[config.mk]
export PLATFORM = sky130hd
export DESIGN_NAME = ram_dp_be
export DESIGN_NICKNAME = d
export VERILOG_FILES = /design/src/rtl/ram_pkg.sv /design/src/rtl/ram_clr_seq.sv /design/src/rtl/ram_dp_be.sv
export SDC_FILE = /design/constraint.sdc
export NUM_CORES = 1
export LEC_CHECK = 0
export CORE_MARGIN = 4
export CORE_UTILIZATION = 40
export CTS_CLUSTER_DIAMETER = 80
export DETAILED_ROUTE_END_ITERATION = 7
export GPL_TIMING_DRIVEN = 0
export HOLD_SLACK_MARGIN = 0.08
export MAX_ROUTING_LAYER = met4
export PLACE_DENSITY = 0.63
export RECOVER_POWER = 50
export SLEW_MARGIN = 5
export SYNTH_ARGS = -nofsm -noshare
export SYNTH_HDL_FRONTEND = slang
export SYNTH_HIERARCHICAL = 1
export SYNTH_SLANG_ARGS = --single-unit
[constraint.sdc]
create_clock -name clk -period 1.9 [get_ports clk]
set_input_delay 0.475 -clock clk [delete_from_list [all_inputs] [get_ports clk]]
set_output_delay 0.475 -clock clk [all_outputs]
set_load 0.005 [all_outputs]
[src/rtl/ram_pkg.sv]
// Shared types and constants for the byte-enable dual-port RAM and its clear sequencer.
package ram_pkg;

    typedef enum logic {
        ST_INIT = 1'b0,
        ST_RUN  = 1'b1
    } state_e;

    localparam int RD_LAT_MIN   = 1;
    localparam int RD_LAT_MAX   = 2;
    localparam int RDW_OLD_DATA = 0;
    localparam int RDW_NEW_DATA = 1;

    // Address width for a given depth, never narrower than one bit.
    function automatic int clog2_min1(input int n);
        int r;
        r = 0;
        while ((32'sd1 <<< r) < n) begin
            r = r + 1;
        end
        return (r < 1) ? 1 : r;
    endfunction

endpackage

[src/rtl/ram_clr_seq.sv]
// Clear sequencer: walks every word once after reset or on request, holding off user traffic meanwhile.
module ram_clr_seq
    import ram_pkg::*;
#(
    parameter int DEPTH = 16,
    parameter int AW    = 4
) (
    input  logic          clk,
    input  logic          rstN,
    input  logic          clrReq,
    output logic          initBusy,
    output logic [AW-1:0] clrAdress,
    output logic          clrWe
);

    localparam logic [AW-1:0] LAST_C = AW'(DEPTH - 1);
    localparam logic [AW-1:0] ONE_C  = AW'(1);
    localparam logic [AW-1:0] ZERO_C = AW'(0);

    state_e        state_q, state_d;
    logic [AW-1:0] cnt_q, cnt_d;
    logic          busy_q, busy_d;

    // Next-state logic: INIT counts to the last word, RUN waits for a clear request.
    always_comb begin
        state_d = state_q;
        cnt_d   = cnt_q;
        case (state_q)
            ST_INIT: begin
                if (cnt_q == LAST_C) begin
                    state_d = ST_RUN;
                    cnt_d   = ZERO_C;
                end else begin
                    cnt_d = cnt_q + ONE_C;
                end
            end
            ST_RUN: begin
                if (clrReq) begin
                    state_d = ST_INIT;
                    cnt_d   = ZERO_C;
                end else begin
                    cnt_d = ZERO_C;
                end
            end
            default: begin
                state_d = ST_INIT;
                cnt_d   = ZERO_C;
            end
        endcase
        busy_d = (state_d == ST_INIT);
    end

    // State, counter and busy flag registers.
    always_ff @(posedge clk or negedge rstN) begin
        if (!rstN) begin
            state_q <= ST_INIT;
            cnt_q   <= ZERO_C;
            busy_q  <= 1'b1;
        end else begin
            state_q <= state_d;
            cnt_q   <= cnt_d;
            busy_q  <= busy_d;
        end
    end

    assign initBusy  = busy_q;
    assign clrWe     = busy_q;
    assign clrAdress = cnt_q;

endmodule

[src/rtl/ram_dp_be.sv]
// Simple-dual-port RAM with byte-enabled writes, 1- or 2-cycle reads, defined
// read-during-write behaviour and a hardware clear to INIT_VAL.
module ram_dp_be
    import ram_pkg::*;
#(
    parameter int               WIDTH    = 8,
    parameter int               DEPTH    = 16,
    parameter int               RD_LAT   = 1,
    parameter int               RDW_MODE = 0,
    parameter logic [WIDTH-1:0] INIT_VAL = {WIDTH{1'b0}},
    localparam int              BE_W     = WIDTH / 8,
    localparam int              AW       = clog2_min1(DEPTH)
) (
    input  logic             clk,
    input  logic             rstN,
    input  logic             clrReq,
    input  logic             wrEn,
    input  logic [AW-1:0]    wrAdress,
    input  logic [WIDTH-1:0] wrData,
    input  logic [BE_W-1:0]  wrBe,
    input  logic             rdEn,
    input  logic [AW-1:0]    rdAdress,
    output logic [WIDTH-1:0] rdData,
    output logic             rdValid,
    output logic             initBusy
);

    if ((WIDTH < 8) || ((WIDTH % 8) != 0)) begin : g_bad_width
        $error("ram_dp_be: WIDTH must be a non-zero multiple of 8");
    end
    if (DEPTH < 1) begin : g_bad_depth
        $error("ram_dp_be: DEPTH must be at least 1");
    end
    if ((RD_LAT != RD_LAT_MIN) && (RD_LAT != RD_LAT_MAX)) begin : g_bad_lat
        $error("ram_dp_be: RD_LAT must be 1 or 2");
    end
    if ((RDW_MODE != RDW_OLD_DATA) && (RDW_MODE != RDW_NEW_DATA)) begin : g_bad_rdw
        $error("ram_dp_be: RDW_MODE must be 0 or 1");
    end

    localparam logic [AW:0] DEPTH_C   = (AW + 1)'(DEPTH);
    localparam logic        RDW_NEW_C = (RDW_MODE == RDW_NEW_DATA);

    logic [WIDTH-1:0] mem_q [DEPTH];

    logic             init_busy_s, clr_we_s;
    logic [AW-1:0]    clr_addr_s;
    logic             wr_ok_s, rd_ok_s, rd_in_range_s, rdw_hit_s;
    logic [WIDTH-1:0] rd_old_s, rd_merge_s, rd_word_s;
    logic             out_vld_s;
    logic [WIDTH-1:0] out_data_s;
    logic             rd_valid_q;
    logic [WIDTH-1:0] rd_data_q;

    ram_clr_seq #(
        .DEPTH (DEPTH),
        .AW    (AW)
    ) u_clr_seq (
        .clk       (clk),
        .rstN      (rstN),
        .clrReq    (clrReq),
        .initBusy  (init_busy_s),
        .clrAdress (clr_addr_s),
        .clrWe     (clr_we_s)
    );

    assign wr_ok_s       = wrEn & ~init_busy_s & ({1'b0, wrAdress} < DEPTH_C);
    assign rd_ok_s       = rdEn & ~init_busy_s;
    assign rd_in_range_s = ({1'b0, rdAdress} < DEPTH_C);
    assign rdw_hit_s     = RDW_NEW_C & wr_ok_s & (wrAdress == rdAdress);

    // Storage array: clear sequencer owns the write port while busy; no reset on the array.
    always_ff @(posedge clk) begin
        if (clr_we_s) begin
            mem_q[clr_addr_s] <= INIT_VAL;
        end else if (wr_ok_s) begin
            for (int k = 0; k < BE_W; k++) begin
                if (wrBe[k]) begin
                    mem_q[wrAdress][8*k +: 8] <= wrData[8*k +: 8];
                end
            end
        end
    end

    // Read word selection, including same-cycle write forwarding in new-data mode.
    always_comb begin
        rd_old_s   = mem_q[rdAdress];
        rd_merge_s = rd_old_s;
        for (int k = 0; k < BE_W; k++) begin
            rd_merge_s[8*k +: 8] = wrBe[k] ? wrData[8*k +: 8] : rd_old_s[8*k +: 8];
        end
        if (!rd_in_range_s) begin
            rd_word_s = {WIDTH{1'b0}};
        end else if (rdw_hit_s) begin
            rd_word_s = rd_merge_s;
        end else begin
            rd_word_s = rd_old_s;
        end
    end

    if (RD_LAT == RD_LAT_MAX) begin : g_lat2
        logic             s1_vld_q;
        logic [WIDTH-1:0] s1_data_q;

        // Extra pipeline stage for the two-cycle read.
        always_ff @(posedge clk or negedge rstN) begin
            if (!rstN) begin
                s1_vld_q  <= 1'b0;
                s1_data_q <= {WIDTH{1'b0}};
            end else begin
                s1_vld_q <= rd_ok_s;
                if (rd_ok_s) begin
                    s1_data_q <= rd_word_s;
                end
            end
        end

        assign out_vld_s  = s1_vld_q;
        assign out_data_s = s1_data_q;
    end else begin : g_lat1
        assign out_vld_s  = rd_ok_s;
        assign out_data_s = rd_word_s;
    end

    // Output register: data holds its last value when no read completes.
    always_ff @(posedge clk or negedge rstN) begin
        if (!rstN) begin
            rd_valid_q <= 1'b0;
            rd_data_q  <= {WIDTH{1'b0}};
        end else begin
            rd_valid_q <= out_vld_s;
            if (out_vld_s) begin
                rd_data_q <= out_data_s;
            end
        end
    end

    assign rdValid  = rd_valid_q;
    assign rdData   = rd_data_q;
    assign initBusy = init_busy_s;

endmodule
==> results.sh <==
export IMPL_syn_nets=394
export IMPL_relSlewSlack=0.4608
export IMPL_total_leakage_power_nw=2.695
export IMPL_ys_seq_elements=143
export IMPL_fill_cells=1118
export IMPL_synth_xor_area_share=0.001510
export IMPL_cts_max_path_buffers=2
export IMPL_std_cell_rows=43
export IMPL_grt_use_met1=0.2206
export IMPL_setup_ws_ps=-94.75
export IMPL_ant_nets=0
export IMPL_synth_top_family_by_area="multiplexers"
export IMPL_synth_edf_count=128
export IMPL_grt_start_max_net_pins=17
export IMPL_cts_buffers=17
export IMPL_crit_path_top_delay_cell="dfstp_2"
export IMPL_cts_sinks=143
export IMPL_startpoint_type="register"
export IMPL_syn_inst=371
export IMPL_netlist_cell_type_count=34
export IMPL_period_needed_ps=1995
export IMPL_ios=32
export IMPL_power_total_mw=9.467
export IMPL_dieArea_mm2=0.01650
export IMPL_core_area_mm2=0.01404
export IMPL_fin_util=0.5269
export IMPL_die_h_um=128.4
export IMPL_cts_root_buffer_cell="clkbuf_16"
export IMPL_fin_setup_tns_ps=-8250
export IMPL_synth_main_ff_cell="edfxtp_1"
export IMPL_hp_class="register to register"
export IMPL_synth_mux_area_frac=0.1130
export IMPL_start_util=0.4132
export IMPL_antenna_found_initial=0
export IMPL_die_w_um=128.4
export IMPL_grt_ovfl_total=0
export IMPL_worst_pin_slew_ps=806.2
export IMPL_end_kind="register"
export IMPL_layout_nets=459
export IMPL_syn_area_mm2=0.005802
export IMPL_layoutNonFillerInstCount=629
export IMPL_place_congestion=0.8353
export IMPL_grt_pass1_wl_um=20260
export IMPL_holdBufCountCts=0
export IMPL_yosysWarnings=6
export IMPL_dpl_hpwl_um=8445
export IMPL_routed_via_count=3378
export IMPL_met2_usage=0.2550
export IMPL_finalHoldViolations=0
export IMPL_slew_violations=0
export IMPL_power_density_mw_per_mm2=1280
export IMPL_yosys_area_top_type="edfxtp_1"
export IMPL_async_flop_share=0.1049
export IMPL_num_antenna_cells=0
export IMPL_crit_type="register to register"
export IMPL_syn_area_per_cell_um2=15.64
export IMPL_synth_simple_area_share=0.08605
export IMPL_yosys_area_share_adder=0.002157
export IMPL_cp_arrival_ps=2090
export IMPL_max_cap_viol_count=0
export IMPL_finalSetupViolCount=128
export IMPL_wl_um=13140
export IMPL_io_buffers=30
export IMPL_drive_gt1_frac=0.2160
export IMPL_htreeDepth=4
export IMPL_dp_cells=581
export IMPL_crit_chain="buf_6 > and4bb_1 > buf_4 > nor3b_4 > a31oi_4 > nor2_4"
export IMPL_syn2layout_area_growth_pct=27.52
export IMPL_cp_max_fo=8
export IMPL_insertion_delay_ps=420
export IMPL_post_drt_wl_per_cell_um=20.89
export IMPL_grt_busiest_layer="met2"
export IMPL_rsz0062_at_grt="yes"
export IMPL_period_share=1.050
export IMPL_first_iter_violations=246
export IMPL_violations="setup timing"
export IMPL_yosysSeqAreaShare=0.7274
export IMPL_cts_tree="done"
export IMPL_critical_path_required_ps=2000
export IMPL_clock_skew_ps=9.964
export IMPL_cpPeakStageDelay_ps=560
export IMPL_grt_pass1_vias=3569
export IMPL_synth_area_leaders="edfxtp_1 66%, mux2i_1 11%, dfrtp_1 6.0%, a22oi_1 2.3%, nand2_1 2.1%"
export IMPL_first_pass_iters=4
export IMPL_via_per_inst=5.370
export IMPL_synth_compound_area_frac=0.04119
export IMPL_clk_pin_slew_ps=60
export IMPL_use_met3=0.04898
export IMPL_grt_util_all_layers=0.1749
export IMPL_peakVddDrop_mv=0.7663
export IMPL_drc_errors=0
export IMPL_fmax_mhz=501.3
export IMPL_synth_top_area_share=0.6625
export IMPL_outcome="finished, violations left"
[sequential cells by signal, indices dropped and copies added, names as in the netlist]
| register | flops |
|---|---|
| u_clr_seq/clrWe | 1 |
| rdValid | 1 |
| rdData | 8 |
| u_clr_seq/clrAdress | 4 |
| u_clr_seq/state_q | 1 |
| mem_q | 128 |
[worst max-delay path, delay by kind of cell, from the launching register on]
kind	cells	cell delay, ps
compound gates	1	110
simple gates	3	720
buf+inv	2	280
flops	1	560
[synth_stat cells (2+ instances only)]
library cell,number
buf_6,4
a22oi_1,18
nor2_1,21
clkbuf_2,3
dfrtp_1,14
inv_1,4
buf_2,6
nor2b_1,3
a21oi_1,10
edfxtp_1,128
nand3_1,19
nand4_1,6
nor3b_1,4
buf_4,3
and2_1,9
nand2_1,33
o22a_1,2
mux2i_1,64
a31oi_1,5
[power breakdown]
| part | internal, mW | total (mW) | leakage (nW) | switching (mW) |
|---|---|---|---|---|
| logic | 0.895 | 2.00 | 1.03 | 1.11 |
| registers | 4.05 | 4.32 | 1.39 | 0.275 |
| clock network | 1.98 | 3.14 | 0.277 | 1.16 |
| total | 6.92 | 9.47 | 2.69 | 2.55 |
[metrics by stage]
stage,hold slack [ps],worst slack [ps],instance area [um2]
2_1_floorplan,179.4,-103.5,5832
3_3_place_gp,476.9,-763.5,6357
3_5_place_dp,475.3,-811.4,6357
4_1_cts,487.3,-93.58,7357
5_1_grt,520.2,-158.2,7398
6_report,479.8,-94.75,7398
[kinds of logic after synthesis]
family,Yosys count
mux,65
buf+inv,23
compound gates,36
simple gates,102
flops,143
fa+ha+maj,1
xor+xnor,1
[metal layers]
metal	up-vias	wire, um
met2	119	6193
li1	1547	-
met5	-	0
met3	27	856
met1	1685	5610
met4	0	478
[placed cells by master (no fill, tap or decap), drive strengths merged]
cell and count:
a31oi 5, dlygate4sd3 1, o21ai 1, nand3b 1, nor3 1, nand3 19, ha 1, and2 9
mux2i 64, xnor2 1, and4bb 1, nor3b 5, clkinv 8, buf 31, o22a 2, dfrtp 14
nand4 6, nand4b 1, dfstp 1, nor2 21, and3 1, clkbuf 27, nand2 33, nand2b 1
mux2 1, nor2b 3, inv 4, edfxtp 128, a22oi 18, a21oi 10, bufinv 2, clkdlybuf4s50 28
[final timing paths]
path	start	endpoint	slack [ps]	cells past startpoint
setup / recovery	u_clr_seq/clrWe$_DFF_PN1_	mem_q[1][3]$_DFFE_PP_	-90	6
hold reg to reg	rdData[3]$_DFFE_PN0P_	rdData[3]$_DFFE_PN0P_	480	2
hold / removal	rdData[3]$_DFFE_PN0P_	rdData[3]$_DFFE_PN0P_	480	2
setup reg to reg	u_clr_seq/clrWe$_DFF_PN1_	mem_q[1][3]$_DFFE_PP_	-90	6
max in group asynchronous	rstN	rdData[5]$_DFFE_PN0P_	800	1
min in group asynchronous	rstN	u_clr_seq/state_q$_DFF_PN0_	590	1
[repair_timing]
| item | in CTS | in global routing |
|---|---|---|
| endpoints found under the setup margin | 179 | 145 |
| cloned | 1 | 0 |
| resized for setup | 59 | 2 |
| buffers inserted | 14 | 2 |
| pin swaps | 19 | 6 |
[cell type report]
class	count	area (um2)	area share
timing repair buffer	46	535.5	0.07238
sequential	143	4220	0.5704
multi-input combinational	205	1689	0.2283
clock inverter	9	91.34	0.01235
clock buffer	23	467.9	0.06325
tap	180	225.2	0.03044
inverter	5	18.77	0.002537
buffer	18	150.1	0.02029
Note: power is estimated with default switching activity, not from simulation.
